===== src/rtl/train_seq_gen_pkg.sv =====
// Shared types and constants for the train sequence generator.
// Imported by the interface, the station stack and the top level.
package train_pkg;

  localparam int MAX_TRAINS = 10;
  localparam int TRAIN_W    = 4;
  localparam int OPS_W      = 20;
  localparam int OP_IDX_W   = 5;

  typedef enum logic [2:0] {
    IDLE,
    BUILD,
    SEND,
    DONE,
    ERR
  } state_e;

endpackage


===== src/rtl/train_seq_gen_if.sv =====
// Request/departure bundle between a requester (master) and train_seq_gen (slave).
// sent_cnt exists only when TRAIN_SEQ_CNT_EN is defined.
interface train_seq_gen_if;
  import train_pkg::*;

  logic               start;
  logic [TRAIN_W-1:0] n_trains;
  logic [OPS_W-1:0]   ops;
  logic               busy;
  logic               out_valid;
  logic [TRAIN_W-1:0] data;
  logic               done;
  logic               err;
`ifdef TRAIN_SEQ_CNT_EN
  logic [15:0]        sent_cnt;

  modport master (output start, n_trains, ops,
                  input  busy, out_valid, data, done, err, sent_cnt);
  modport slave  (input  start, n_trains, ops,
                  output busy, out_valid, data, done, err, sent_cnt);
`else
  modport master (output start, n_trains, ops,
                  input  busy, out_valid, data, done, err);
  modport slave  (input  start, n_trains, ops,
                  output busy, out_valid, data, done, err);
`endif

endinterface


===== src/rtl/train_seq_gen_stack.sv =====
// train_stack: 10-deep, 4-bit LIFO modelling the station siding.
// Push on full and pop on empty are ignored; the caller treats them as errors.
module train_stack
  import train_pkg::*;
(
  input  logic               clk,
  input  logic               rst_n,
  input  logic               clear,
  input  logic               push,
  input  logic               pop,
  input  logic [TRAIN_W-1:0] din,
  output logic [TRAIN_W-1:0] top,
  output logic               empty,
  output logic               full
);

  logic [TRAIN_W-1:0] mem_q [MAX_TRAINS];
  logic [TRAIN_W-1:0] mem_d [MAX_TRAINS];
  logic [3:0]         sp_q;
  logic [3:0]         sp_d;

  assign empty = (sp_q == 4'd0);
  assign full  = (sp_q == 4'(MAX_TRAINS));
  assign top   = empty ? '0 : mem_q[sp_q - 4'd1];

  always_comb begin
    mem_d = mem_q;
    sp_d  = sp_q;
    if (clear) begin
      sp_d = 4'd0;
    end else if (push && !full) begin
      mem_d[sp_q] = din;
      sp_d        = sp_q + 4'd1;
    end else if (pop && !empty) begin
      sp_d = sp_q - 4'd1;
    end
  end

  always_ff @(posedge clk or negedge rst_n) begin
    if (!rst_n) begin
      sp_q <= 4'd0;
      for (int i = 0; i < MAX_TRAINS; i++) mem_q[i] <= '0;
    end else begin
      sp_q  <= sp_d;
      mem_q <= mem_d;
    end
  end

endmodule


===== src/rtl/train_seq_gen.sv =====
// Replays a push/pop operation string through a station stack, then streams the departure order.
// Define TRAIN_SEQ_CNT_EN to add the 16-bit completed-sequence counter sent_cnt.
module train_seq_gen
  import train_pkg::*;
(
  input logic            clk,
  input logic            rst_n,
  train_seq_gen_if.slave bus
);

  state_e                state_q, state_d;
  logic [TRAIN_W-1:0]    n_q, n_d;
  logic [OPS_W-1:0]      ops_q, ops_d;
  logic [OP_IDX_W-1:0]   op_idx_q, op_idx_d;
  logic [TRAIN_W-1:0]    arr_q, arr_d;
  logic [TRAIN_W-1:0]    dep_q [MAX_TRAINS];
  logic [TRAIN_W-1:0]    dep_d [MAX_TRAINS];
  logic [3:0]            dep_cnt_q, dep_cnt_d;
  logic [3:0]            send_idx_q, send_idx_d;

  logic                  stk_clear, stk_push, stk_pop;
  logic [TRAIN_W-1:0]    stk_top;
  logic                  stk_empty, stk_full;
  logic                  op_last;

  train_stack u_stack (
    .clk   (clk),
    .rst_n (rst_n),
    .clear (stk_clear),
    .push  (stk_push),
    .pop   (stk_pop),
    .din   (arr_q),
    .top   (stk_top),
    .empty (stk_empty),
    .full  (stk_full)
  );

  assign op_last = (op_idx_q == ({n_q, 1'b0} - 5'd1));

  always_comb begin
    state_d    = state_q;
    n_d        = n_q;
    ops_d      = ops_q;
    op_idx_d   = op_idx_q;
    arr_d      = arr_q;
    dep_d      = dep_q;
    dep_cnt_d  = dep_cnt_q;
    send_idx_d = send_idx_q;
    stk_clear  = 1'b0;
    stk_push   = 1'b0;
    stk_pop    = 1'b0;
    case (state_q)
      IDLE: begin
        if (bus.start) begin
          n_d        = bus.n_trains;
          ops_d      = bus.ops;
          op_idx_d   = '0;
          arr_d      = 4'd1;
          dep_cnt_d  = 4'd0;
          send_idx_d = 4'd0;
          stk_clear  = 1'b1;
          if (bus.n_trains == 4'd0 || bus.n_trains > 4'(MAX_TRAINS)) state_d = ERR;
          else                                                       state_d = BUILD;
        end
      end
      BUILD: begin
        op_idx_d = op_idx_q + 5'd1;
        if (ops_q[op_idx_q]) begin
          if (arr_q > n_q || stk_full) begin
            state_d = ERR;
          end else begin
            stk_push = 1'b1;
            arr_d    = arr_q + 4'd1;
          end
        end else begin
          if (stk_empty || dep_cnt_q == 4'(MAX_TRAINS)) begin
            state_d = ERR;
          end else begin
            stk_pop           = 1'b1;
            dep_d[dep_cnt_q]  = stk_top;
            dep_cnt_d         = dep_cnt_q + 4'd1;
          end
        end
        // All N pushed and all N popped means the siding ended empty
        if (state_d != ERR && op_last) begin
          if (dep_cnt_d == n_q && arr_d == n_q + 4'd1) state_d = SEND;
          else                                         state_d = ERR;
        end
      end
      SEND: begin
        send_idx_d = send_idx_q + 4'd1;
        if (send_idx_q == n_q - 4'd1) state_d = DONE;
      end
      DONE:    state_d = IDLE;
      ERR:     state_d = IDLE;
      default: state_d = IDLE;
    endcase
  end

  always_ff @(posedge clk or negedge rst_n) begin
    if (!rst_n) begin
      state_q    <= IDLE;
      n_q        <= '0;
      ops_q      <= '0;
      op_idx_q   <= '0;
      arr_q      <= '0;
      dep_cnt_q  <= '0;
      send_idx_q <= '0;
      for (int i = 0; i < MAX_TRAINS; i++) dep_q[i] <= '0;
    end else begin
      state_q    <= state_d;
      n_q        <= n_d;
      ops_q      <= ops_d;
      op_idx_q   <= op_idx_d;
      arr_q      <= arr_d;
      dep_q      <= dep_d;
      dep_cnt_q  <= dep_cnt_d;
      send_idx_q <= send_idx_d;
    end
  end

  assign bus.busy      = (state_q != IDLE);
  assign bus.out_valid = (state_q == SEND);
  assign bus.data      = (state_q == SEND) ? dep_q[send_idx_q] : '0;
  assign bus.done      = (state_q == DONE);
  assign bus.err       = (state_q == ERR);

`ifdef TRAIN_SEQ_CNT_EN
  logic [15:0] sent_cnt_q, sent_cnt_d;

  always_comb begin
    sent_cnt_d = sent_cnt_q;
    if (state_q == DONE) sent_cnt_d = sent_cnt_q + 16'd1;
  end

  always_ff @(posedge clk or negedge rst_n) begin
    if (!rst_n) sent_cnt_q <= '0;
    else        sent_cnt_q <= sent_cnt_d;
  end

  assign bus.sent_cnt = sent_cnt_q;
`endif

endmodule


===== src/flat_wrapper.sv =====
// flat-port wrapper written by rule: the top's interface ports become plain ports
module train_seq_gen_flat import train_pkg::*;
  (clk, rst_n, bus_start, bus_n_trains, bus_ops, bus_busy, bus_out_valid, bus_data, bus_done, bus_err);
  train_seq_gen_if bus_i ();
  input logic clk;
  input logic rst_n;
  input wire logic [$bits(bus_i.start)-1:0] bus_start;
  input wire logic [$bits(bus_i.n_trains)-1:0] bus_n_trains;
  input wire logic [$bits(bus_i.ops)-1:0] bus_ops;
  output wire logic [$bits(bus_i.busy)-1:0] bus_busy;
  output wire logic [$bits(bus_i.out_valid)-1:0] bus_out_valid;
  output wire logic [$bits(bus_i.data)-1:0] bus_data;
  output wire logic [$bits(bus_i.done)-1:0] bus_done;
  output wire logic [$bits(bus_i.err)-1:0] bus_err;
  assign bus_i.start = bus_start;
  assign bus_i.n_trains = bus_n_trains;
  assign bus_i.ops = bus_ops;
  assign bus_busy = bus_i.busy;
  assign bus_out_valid = bus_i.out_valid;
  assign bus_data = bus_i.data;
  assign bus_done = bus_i.done;
  assign bus_err = bus_i.err;
  train_seq_gen u_core (.clk(clk), .rst_n(rst_n), .bus(bus_i));
endmodule

===== config.mk =====
export PLATFORM = sky130hd
export DESIGN_NAME = train_seq_gen_flat
export DESIGN_NICKNAME = d
export VERILOG_FILES = /design/src/rtl/train_seq_gen_pkg.sv /design/src/rtl/train_seq_gen_if.sv /design/src/rtl/train_seq_gen_stack.sv /design/src/rtl/train_seq_gen.sv /design/src/flat_wrapper.sv
export SDC_FILE = /design/constraint.sdc
export NUM_CORES = 1
export LEC_CHECK = 0
export CAP_MARGIN = 20
export CORE_AREA = 2 2 111 113
export DETAILED_ROUTE_END_ITERATION = 10
export DIE_AREA = 0 0 113 115
export DONT_BUFFER_PORTS = 1
export PLACE_DENSITY = 0.74
export SLEW_MARGIN = 20
export SYNTH_ARGS = -nofsm -noshare
export SYNTH_HDL_FRONTEND = slang
export SYNTH_SLANG_ARGS = --single-unit
export TNS_END_PERCENT = 30

===== constraint.sdc =====
create_clock -name clk -period 6.5 [get_ports clk]
set_clock_uncertainty 0.1 [all_clocks]
set_input_delay 1.95 -clock clk [delete_from_list [all_inputs] [get_ports clk]]
set_output_delay 1.95 -clock clk [all_outputs]
set_load 0.05 [all_outputs]

==> results.py, run 1 <==
metrics = {
    "setup_path": {
        "worst-endpoint-arrival_ns": 2.68,
        "critPathMaxFanout": 18,
        "timing.critical_path.required_ns": 4.45,
        "r2r_setup_slack_ns": 2.93,
        "cp-start-kind": "flop",
        "worst_r2r_endpoint": "u_core.dep_q[6]",
        "timing.critical_path.to_type": "output pin",
        "timing.rr.start": "u_core.op_idx_q[0]",
        "timing_worst_setup_path_type": "reg -> out",
        "timing.reg2reg.worst_path_depth": 8,
    },
    "route": {
        "drc_errors": 1,
        "drt_iter0_markers": 489,
        "wl_um": 15400,
        "route.vias.total": 4901,
        "antenna_violating_nets_post_route": 0,
        "drtPass1Iterations": 7,
        "post_drt_wl_per_cell_um": 19.8,
        "routed_via_density": 6.31,
    },
    "die": {
        "design.core.area_sq_um": 11800,
        "initial_utilization_pct": 58.2,
        "fp.dieW_um": 113,
        "dieArea_sq_um": 13000,
        "io-pin-count": 35,
        "die-height_um": 115,
        "rows": 40,
    },
    "pwr": {
        "pwr_density_cell_nw_per_um2": 455,
        "worst_ir_drop_vdd_mv": 0.215,
        "leakagePower_nw": 3.46,
    },
    "sta": {
        "worst_slew_pin_slew_ns": 0.956,
        "sum_of_negative_setup_slack_ns": 0,
        "max_slew_margin_vs_limit_pct": 36.2,
        "max_freq_mhz": 211,
        "rsz0062_at_grt": "false",
        "timing.final.hold_violations": 0,
        "whs_ns": 0.361,
        "setup-violations-final": 0,
        "finalCriticalPeriod_ns": 4.73,
        "slew_violations": 0,
        "final_min_period_over_clock_period_pct": 72.7,
    },
    "global_route": {
        "grt_pass1_wl_um": 25400,
        "via_count_of_the_first_global_routing_pass": 4896,
        "grt_max_degree": 129,
        "global_router_s_overall_resource_usage_pct": 25.3,
        "number_of_antenna_violations_at_the_first_check_in_global_routing": 0,
        "grt.overflow.total": 0,
    },
    "flow_run": {
        "cap_viol_max_count": 0,
    },
    "yosys": {
        "syn-mean-instance-area_sq_um": 10.9,
        "ys_seq_elements": 128,
        "synth.cell_area_sq_um": 6870,
        "post_synth_num_cell_types": 66,
        "synth_enable_flop_cells": 0,
        "ys.warnings.count": 0,
        "synth-main-ff-cell": "dfrtp_1",
        "synth_sequential_area_ratio_pct": 46.6,
        "asyncSetResetFlopFracSynth_pct": 100,
        "synthesis.instances": 632,
        "net_count_after_synthesis": 677,
    },
    "layout": {
        "num-nets-final": 663,
        "final_common_cell": "dfrtp_1",
        "drive_gt1_share_pct": 21.6,
        "commonest_cells_after_routing_fill_and_taps_aside": "dfrtp_1 (128), nand2_1 (107), mux2_2 (72), o21ai_0 (52), nor2_1 (27)",
        "synthToLayoutAreaGrowth_pct": 9.68,
        "antenna_cells": 0,
        "nFillCells": 906,
    },
    "clocking": {
        "cts_buffers": 17,
        "clk_transition_reported_paths_ns": 0.06,
        "postCtsSetupBuffers": 0,
        "tritoncts": "done",
        "cts-resized-gates": 0,
        "hold_buffers": 0,
        "clock_tree.buffer_depth": 2,
        "cts_max_level": 4,
        "clk-insertion-delay-late_ns": 0.42,
        "clock_sinks": 128,
        "ctsRootBufferMaster": "clkbuf_16",
    },
    "outcome": {
        "status": "complete, but fails checks",
        "failed_checks": "design-rule violations",
    },
    "worst_hold_path": {
        "holdCritStartpoint": "u_core.ops_q[17]",
        "worstHoldEndpoint": "u_core.ops_q[17]",
        "hold_class": "reg -> reg",
        "worst_hold_path.num_cells": 2,
    },
    "placed_design": {
        "hpwl_um": 10300,
        "placement.io_buffers": 0,
        "place.gp.congestion": 0.873,
    },
}
-- synthesized netlist by cell type, types with 3 or more instances --
cell | count | share of area (%)
a2111oi_0 | 3 | 0.38
a21oi_1 | 6 | 0.44
a311oi_1 | 3 | 0.38
a31oi_1 | 4 | 0.36
and3_1 | 5 | 0.46
buf_1 | 4 | 0.22
clkbuf_1 | 28 | 1.5
dfrtp_1 | 128 | 47
ha_1 | 18 | 3.3
inv_1 | 16 | 0.87
mux2_2 | 72 | 12
mux2i_1 | 16 | 2.3
mux4_2 | 18 | 5.9
nand2_1 | 107 | 5.8
nand3_1 | 18 | 1.3
nand4_1 | 6 | 0.55
nor2_1 | 27 | 1.5
nor2b_1 | 4 | 0.36
nor3_1 | 8 | 0.58
nor3b_1 | 6 | 0.66
o21a_1 | 4 | 0.44
o21ai_0 | 52 | 3.8
o22a_1 | 5 | 0.64
xnor2_1 | 14 | 1.8
xor2_1 | 7 | 0.89
-- cell families after synthesis --
family	share of synthesized area, %
AND/OR/NAND/NOR	13.5
buffers and inverters	3.20
multiplexers	20.8
adder cells (fa/ha/maj)	3.28
flip-flops	46.6
AO/OA/AOI/OAI	9.54
XOR/XNOR	3.00
-- state kept, by name, indices dropped and copies added (netlist names) --
| name | flops |
|---|---|
| u_core.dep_q | 40 |
| u_core.u_stack.mem_q | 40 |
| u_core.ops_q | 20 |
| u_core.op_idx_q | 5 |
| u_core.arr_q | 4 |
| u_core.dep_cnt_q | 4 |
| u_core.n_q | 4 |
| u_core.send_idx_q | 4 |
| u_core.u_stack.sp_q | 4 |
| u_core.state_q | 3 |
-- layer usage --
metal | routed length [um] | vias up | GRT usage (%)
met3 | 827 | 36 | 6.59
met2 | 7550 | 151 | 39.6
met5 | 0 | - | 0
li1 | - | 2234 | -
met1 | 6640 | 2480 | 34.1
met4 | 345 | 0 | 10.1
-- worst max path at each step --
stage	from	end	slack, ns	cells past startpoint
floorplan	u_core.send_idx_q[0]	bus_data[2]	2.10	6
global placement	u_core.send_idx_q[0]	bus_data[2]	2.24	4
finish	u_core.send_idx_q[0]	bus_data[2]	1.77	4
CTS	u_core.send_idx_q[0]	bus_data[2]	1.74	4
global route	u_core.send_idx_q[0]	bus_data[2]	1.61	4
detailed placement	u_core.send_idx_q[0]	bus_data[2]	2.23	4
-- worst max-delay path, stage by stage, from the launching register on --
cell	delay (ns)
dfrtp_1	0.91
mux4_2	0.37
mux2i_1	0.07
o22a_1	0.23
nor2_1	0.68
-- layout make-up --
type                       instances  area [sq um]  area share, %
clock inverter                    10           161           2.14
multi-input combinational        451          3460           45.9
clock buffer                      21           440           5.84
timing repair buffer               4          30.0          0.398
inverter                          16          60.1          0.797
tap                              147           184           2.44
sequential                       128          3200           42.5
-- where the power goes --
| part | internal [mW] | switching (mW) |
|---|---|---|
| Clock | 0.639 | 0.346 |
| Sequential | 0.989 | 0.218 |
| Combinational | 0.526 | 0.712 |
-- metrics by stage --
step | cells | power (mW) | util, % | area, sq um | setup WS (ns)
final | 777 | 3.43 | 63.8 | 7540 | 1.77
after global routing | 777 | 3.63 | 63.8 | 7540 | 1.61
after CTS | 777 | 3.42 | 63.8 | 7530 | 1.74
after detailed placement | 746 | 2.42 | 58.7 | 6930 | 2.23
after global placement | 746 | 2.36 | 58.7 | 6930 | 2.24
after floorplan | 632 | 2.13 | - | 6870 | 2.10
(Power assumes the default switching activity.)
==> run 2: changes to the inputs <==
--- a/config.mk
+++ b/config.mk
@@ -6,11 +6,11 @@
 export NUM_CORES = 1
 export LEC_CHECK = 0
 export CAP_MARGIN = 20
-export CORE_AREA = 2 2 111 113
+export CORE_AREA = 2 2 112 114
 export DETAILED_ROUTE_END_ITERATION = 10
-export DIE_AREA = 0 0 113 115
+export DIE_AREA = 0 0 114 116
 export DONT_BUFFER_PORTS = 1
-export PLACE_DENSITY = 0.74
+export PLACE_DENSITY = 0.76
 export SLEW_MARGIN = 20
 export SYNTH_ARGS = -nofsm -noshare
 export SYNTH_HDL_FRONTEND = slang
==> constraint.sdc (replaced) <==
create_clock -name clk -period 4.1 [get_ports clk]
set_clock_uncertainty 0.1 [all_clocks]
set_input_delay 1.23 -clock clk [delete_from_list [all_inputs] [get_ports clk]]
set_output_delay 1.23 -clock clk [all_outputs]
set_load 0.05 [all_outputs]
==> run 2 against run 1 <==
Net effect:
- the run now ends clean
- via count fell by 1.5%
- register-to-register slack got worse by 2.3 ns
- worst hold slack improved by 0.0087 ns
- worst setup slack got worse by 1.5 ns
- critical path type unchanged
- largest power group unchanged
==> results.py, run 2 (synthesis gave the netlist of run 1 again) <==
metrics = {
    "global_route": {
        "number_of_antenna_violations_at_the_first_check_in_global_routing": 0,
        "via_count_of_the_first_global_routing_pass": 4759,
        "grt_pass1_wl_um": 24900,
        "global_router_s_overall_resource_usage_pct": 24.6,
        "grt_max_degree": 129,
        "grt.overflow.total": 0,
    },
    "setup_path": {
        "timing.critical_path.to_type": "output pin",
        "timing_worst_setup_path_type": "reg -> out",
        "critical-path-slowest-cell": "dfrtp_1",
        "cp-start-kind": "flop",
        "worst_r2r_endpoint": "u_core.dep_q[19]",
        "slowest_delay_ns": 0.84,
        "critPathMaxFanout": 15,
        "setup.worst_path.end": "bus_data[1]",
        "crit_path_cell_trace": "mux4_2, mux2i_1, o22a_1, nor2_1, buf_4",
        "timing.critical_path.required_ns": 2.77,
        "r2r_setup_slack_ns": 0.59,
        "worst-endpoint-arrival_ns": 2.49,
        "setup.worst_path.start": "u_core.send_idx_q[0]",
        "timing.reg2reg.worst_path_depth": 8,
        "timing.rr.start": "u_core.op_idx_q[0]",
    },
    "route": {
        "drt_iter0_markers": 370,
        "highest_layer": "met4",
        "met3RoutedLength_um": 874,
        "wl_um": 15100,
        "drtPass1Iterations": 5,
        "antenna_violating_nets_post_route": 0,
        "post_drt_wl_per_cell_um": 19.2,
        "wirelength_met1_um": 6760,
        "dr_wl_met2_um": 7140,
        "drc_errors": 0,
        "route.vias.total": 4829,
        "routed_via_density": 6.15,
    },
    "sta": {
        "slew_violations": 0,
        "max_freq_mhz": 262,
        "rsz0062_at_grt": "false",
        "sum_of_negative_setup_slack_ns": 0,
        "finalCriticalPeriod_ns": 3.82,
        "setup-violations-final": 0,
        "worst_slew_pin_slew_ns": 0.915,
        "postLayoutSetupSlackWorst_ns": 0.279,
        "max_slew_margin_vs_limit_pct": 38.7,
        "timing.final.hold_violations": 0,
        "final_min_period_over_clock_period_pct": 93.2,
    },
    "die": {
        "die-height_um": 116,
        "io-pin-count": 35,
        "rows": 40,
        "design.core.area_sq_um": 11900,
        "fp.dieW_um": 114,
        "dieArea_sq_um": 13200,
        "initial_utilization_pct": 57.7,
    },
    "worst_hold_path": {
        "hold_class": "reg -> reg",
    },
    "clocking": {
        "ctsRootBufferMaster": "clkbuf_16",
        "postCtsSetupBuffers": 0,
        "cts_buffers": 17,
        "cts_max_level": 4,
        "tritoncts": "done",
        "hold_buffers": 0,
        "clk-insertion-delay-late_ns": 0.42,
        "clk_transition_reported_paths_ns": 0.06,
        "cts-resized-gates": 0,
        "clock_tree.buffer_depth": 2,
        "clock_sinks": 128,
    },
    "layout": {
        "top_regs": "u_core.dep_q: 40 flops, u_core.u_stack.mem_q: 40 flops, u_core.ops_q: 20 flops",
        "nFillCells": 924,
        "num-nets-final": 670,
        "final_common_cell": "dfrtp_1",
        "antenna_cells": 0,
        "synthToLayoutAreaGrowth_pct": 10.2,
        "drive_gt1_share_pct": 22.7,
        "postLayoutCoreUtil_pct": 63.6,
        "commonest_cells_after_routing_fill_and_taps_aside": "dfrtp_1 (128), nand2_1 (107), mux2_2 (72), o21ai_0 (51), nor2_1 (27)",
    },
    "outcome": {
        "status": "complete, no violations",
    },
    "flow_run": {
        "cap_viol_max_count": 0,
    },
    "pwr": {
        "fin_total_pwr_mw": 5.39,
        "leakagePower_nw": 3.49,
        "pwr_density_cell_nw_per_um2": 711,
        "worst_ir_drop_vdd_mv": 0.526,
    },
    "placed_design": {
        "placement.io_buffers": 0,
        "hpwl_um": 10400,
        "detailedPlace.worstSlack_ns": 0.509,
        "place.gp.congestion": 0.862,
    },
}
## run 2: cell types whose count changed in the layout (fill, tap and decap cells not counted), sizes merged
cell and change:
buf +7, bufinv -2, clkinv +2, inv +1
## run 2: layer usage
metal  vias to the layer above  track usage [%]
li1                       2245                -
met1                      2403             33.3
met2                       151             37.7
met3                        30             7.53
met4                         0             9.19
met5                         -                0
## run 2: cell type report
cell class                      count  area, sq um  area share, %
Tap cell                          147          184           2.43
Inverter                           16         60.1          0.793
Clock buffer                       21          460           6.08
Multi-Input combinational cell    451         3460           45.6
Timing Repair Buffer               11         82.6           1.09
Clock inverter                     11          131           1.73
Sequential cell                   128         3200           42.3
## run 2: power by group
group,switching [mW],total [mW],internal [mW]
Clock,0.556,1.49,0.931
Combinational,1.18,2.02,0.837
Sequential,0.311,1.88,1.57
## run 2: through the flow
step / instance area (sq um) / hold slack (ns) / cells
3_3_place_gp: 6990 / 0.354 / 753
3_5_place_dp: 6990 / 0.357 / 753
6_report: 7580 / 0.370 / 785
4_1_cts: 7580 / 0.372 / 785
5_1_grt: 7580 / 0.384 / 785
2_1_floorplan: 6870 / 0.337 / 632
## run 2: worst min-delay path by stage
stage / start / end / slack (ns) / depth (start not counted)
4_1_cts: u_core.ops_q[17] / u_core.ops_q[17] / 0.37 / 2
6_report: u_core.ops_q[17] / u_core.ops_q[17] / 0.37 / 2
3_3_place_gp: u_core.ops_q[19] / u_core.ops_q[19] / 0.35 / 2
2_1_floorplan: u_core.ops_q[17] / u_core.ops_q[17] / 0.34 / 2
5_1_grt: u_core.ops_q[11] / u_core.ops_q[11] / 0.38 / 2
3_5_place_dp: u_core.ops_q[17] / u_core.ops_q[17] / 0.36 / 2
## run 2: worst max-delay path, delay by kind of cell, from the launching register on
family	cells	cell delay, ns
compound gates	1	0.16
simple gates	1	0.04
mux	2	0.82
flops	1	0.84
buf+inv	1	0.20
==> run 3: changes to the inputs <==
--- a/config.mk
+++ b/config.mk
@@ -6,9 +6,9 @@
 export NUM_CORES = 1
 export LEC_CHECK = 0
 export CAP_MARGIN = 20
-export CORE_AREA = 2 2 112 114
+export CORE_AREA = 2 2 157 82
 export DETAILED_ROUTE_END_ITERATION = 10
-export DIE_AREA = 0 0 114 116
+export DIE_AREA = 0 0 159 84
 export DONT_BUFFER_PORTS = 1
 export PLACE_DENSITY = 0.76
 export SLEW_MARGIN = 20
==> run 3 against run 2 <==
Net effect:
- highest routed layer unchanged
- combinational power up 4%
- sequential share of layout area fell by 0.29 points
- fmax decreased by 0.54%
- wire length grew 8.9%
- register-to-register slack got worse by 0.02 ns
- power grew 2.3%
- worst setup slack got worse by 0.021 ns
- critical path depth stayed put
- largest power group unchanged
- critical endpoint is now bus_data[2]
- critical path type unchanged
- non-clock buffer count increased by 2
- clock power increased by 4%
- final cell count rose by 3.2%
==> results.py, run 3 (synthesis gave the netlist of run 1 again) <==
metrics = {
    "outcome": {
        "status": "complete, no violations",
    },
    "setup_path": {
        "crit_path_cell_trace": "mux4_2, mux2i_1, o22a_1, nor2_1, buf_4",
        "cp-start-kind": "flop",
        "critPathMaxFanout": 9,
        "timing.critical_path.to_type": "output pin",
        "worst-endpoint-arrival_ns": 2.51,
        "timing_worst_setup_path_type": "reg -> out",
        "critical_path.n_buffers_inverters": 1,
        "worst_path_dominant_cell_family": "multiplexers",
        "slowest_delay_ns": 0.71,
        "timing.critical_path.required_ns": 2.77,
        "critical-path-slowest-cell": "dfrtp_1",
    },
    "pwr": {
        "swShare_pct": 39.4,
        "leakagePower_nw": 3.51,
        "pwr_density_cell_nw_per_um2": 722,
        "internal-power_mw": 3.34,
        "worst_ir_drop_vdd_mv": 0.285,
        "seq_power_share_pct": 33.8,
        "p_sw_mw": 2.17,
        "p_clk_share_pct": 28.1,
        "combinationalPowerShare_pct": 38.1,
    },
    "route": {
        "routed_via_density": 6.17,
        "route.vias.total": 4994,
        "drt_iter0_markers": 520,
        "drtPass1Iterations": 7,
        "highest_layer": "met4",
        "post_drt_wl_per_cell_um": 20.3,
        "wirelength_met1_um": 8050,
        "wl_um": 16400,
        "dr_wl_met2_um": 7030,
        "drc_errors": 0,
        "met3RoutedLength_um": 1140,
        "antenna_violating_nets_post_route": 0,
    },
    "die": {
        "io-pin-count": 35,
        "design.core.area_sq_um": 12200,
        "dieArea_sq_um": 13400,
        "initial_utilization_pct": 56.4,
        "rows": 29,
        "die-height_um": 84,
        "fp.dieW_um": 159,
    },
    "sta": {
        "max_freq_mhz": 260,
        "timing.final.hold_violations": 0,
        "worst_slew_pin_slew_ns": 1.05,
        "max_slew_margin_vs_limit_pct": 30.1,
        "finalCriticalPeriod_ns": 3.84,
        "final_min_period_over_clock_period_pct": 93.7,
        "sum_of_negative_setup_slack_ns": 0,
        "slew_violations": 0,
        "postLayoutSetupSlackWorst_ns": 0.259,
        "rsz0062_at_grt": "false",
        "setup-violations-final": 0,
    },
    "flow_run": {
        "cap_viol_max_count": 0,
    },
    "clocking": {
        "cts_max_level": 4,
        "cts-resized-gates": 0,
        "clk-insertion-delay-late_ns": 0.43,
        "clk_transition_reported_paths_ns": 0.06,
        "clock_tree.buffer_depth": 2,
        "cts_buffers": 17,
        "hold_buffers": 0,
        "postCtsSetupBuffers": 0,
        "clock_sinks": 128,
        "ctsRootBufferMaster": "clkbuf_16",
        "tritoncts": "done",
    },
    "layout": {
        "final_common_cell": "dfrtp_1",
        "layoutNonFillerInstCount": 810,
        "commonest_cells_after_routing_fill_and_taps_aside": "dfrtp_1 (128), nand2_1 (107), mux2_2 (72), o21ai_0 (51), nor2_1 (27)",
        "synthToLayoutAreaGrowth_pct": 11.0,
        "drive_gt1_share_pct": 23.3,
        "antenna_cells": 0,
        "top_regs": "u_core.dep_q: 40 flops, u_core.u_stack.mem_q: 40 flops, u_core.ops_q: 20 flops",
        "num-nets-final": 672,
    },
    "global_route": {
        "via_count_of_the_first_global_routing_pass": 4996,
        "grt_max_degree": 129,
        "grt.overflow.total": 0,
        "grt_pass1_wl_um": 26700,
        "number_of_antenna_violations_at_the_first_check_in_global_routing": 0,
        "global_router_s_overall_resource_usage_pct": 26.1,
    },
    "placed_design": {
        "dpl.cell_count": 777,
        "detailedPlace.worstSlack_ns": 0.471,
        "hpwl_um": 11400,
        "place.gp.congestion": 0.925,
        "placement.io_buffers": 0,
    },
    "worst_hold_path": {
        "hold_class": "reg -> reg",
    },
}
## run 3: changes by cell type in the layout (fill, tap and decap cells not counted), sizes merged
cell and change:
buf +2, inv +6, clkbuf -4, clkinvlp -1, clkinv -1
## run 3: layer usage
layer,global-route usage [%],vias up
met2,38.0,184
met1,38.8,2532
met3,6.51,24
met4,7.85,0
met5,0,-
li1,-,2254
## run 3: path summary, 6_finish.rpt
check                                           from                       end  slack (ns)  cells after the start
min in group asynchronous                      rst_n  u_core.u_stack.mem_q[23]        0.39                      0
worst min-delay path                u_core.ops_q[19]          u_core.ops_q[19]        0.37                      2
max in group asynchronous                      rst_n         u_core.state_q[1]        3.37                      0
worst max register to register    u_core.op_idx_q[0]          u_core.dep_q[26]        0.57                      8
worst min register to register      u_core.ops_q[19]          u_core.ops_q[19]        0.37                      2
worst max-delay path            u_core.send_idx_q[0]               bus_data[2]        0.26                      5
## run 3: area by class of cell
type                       instances  area [sq um]
tap                              170           213
clock buffer                      17           425
sequential                       128          3200
clock inverter                    15           175
inverter                          16          60.1
timing repair buffer              13          97.6
fill                             970          4560
multi-input combinational        451          3460
## run 3: power groups by stage
stage | clock, mW | combinational [mW] | sequential, mW
floorplan | 0 | 1.65 | 1.73
global placement | 0 | 1.94 | 1.85
CTS | 1.56 | 2.05 | 1.85
global route | 1.63 | 2.29 | 1.90
detailed placement | 0 | 2.02 | 1.87
finish | 1.55 | 2.10 | 1.86
## run 3: worst register-to-register path: cells and delay by family (launching register included)
family          cells  cell delay (ns)
compound gates      1             0.43
mux                 2             1.00
simple gates        5             1.26
flops               1             0.62
## run 3: stage by stage
stage / utilization (%) / power [mW] / hold slack, ns / instance area, sq um
after floorplan: - / 3.38 / 0.337 / 6870
after global placement: 57.6 / 3.79 / 0.354 / 7020
after detailed placement: 57.6 / 3.89 / 0.361 / 7020
after CTS: 62.5 / 5.47 / 0.376 / 7620
after global routing: 62.6 / 5.83 / 0.375 / 7630
final: 62.6 / 5.51 / 0.374 / 7630
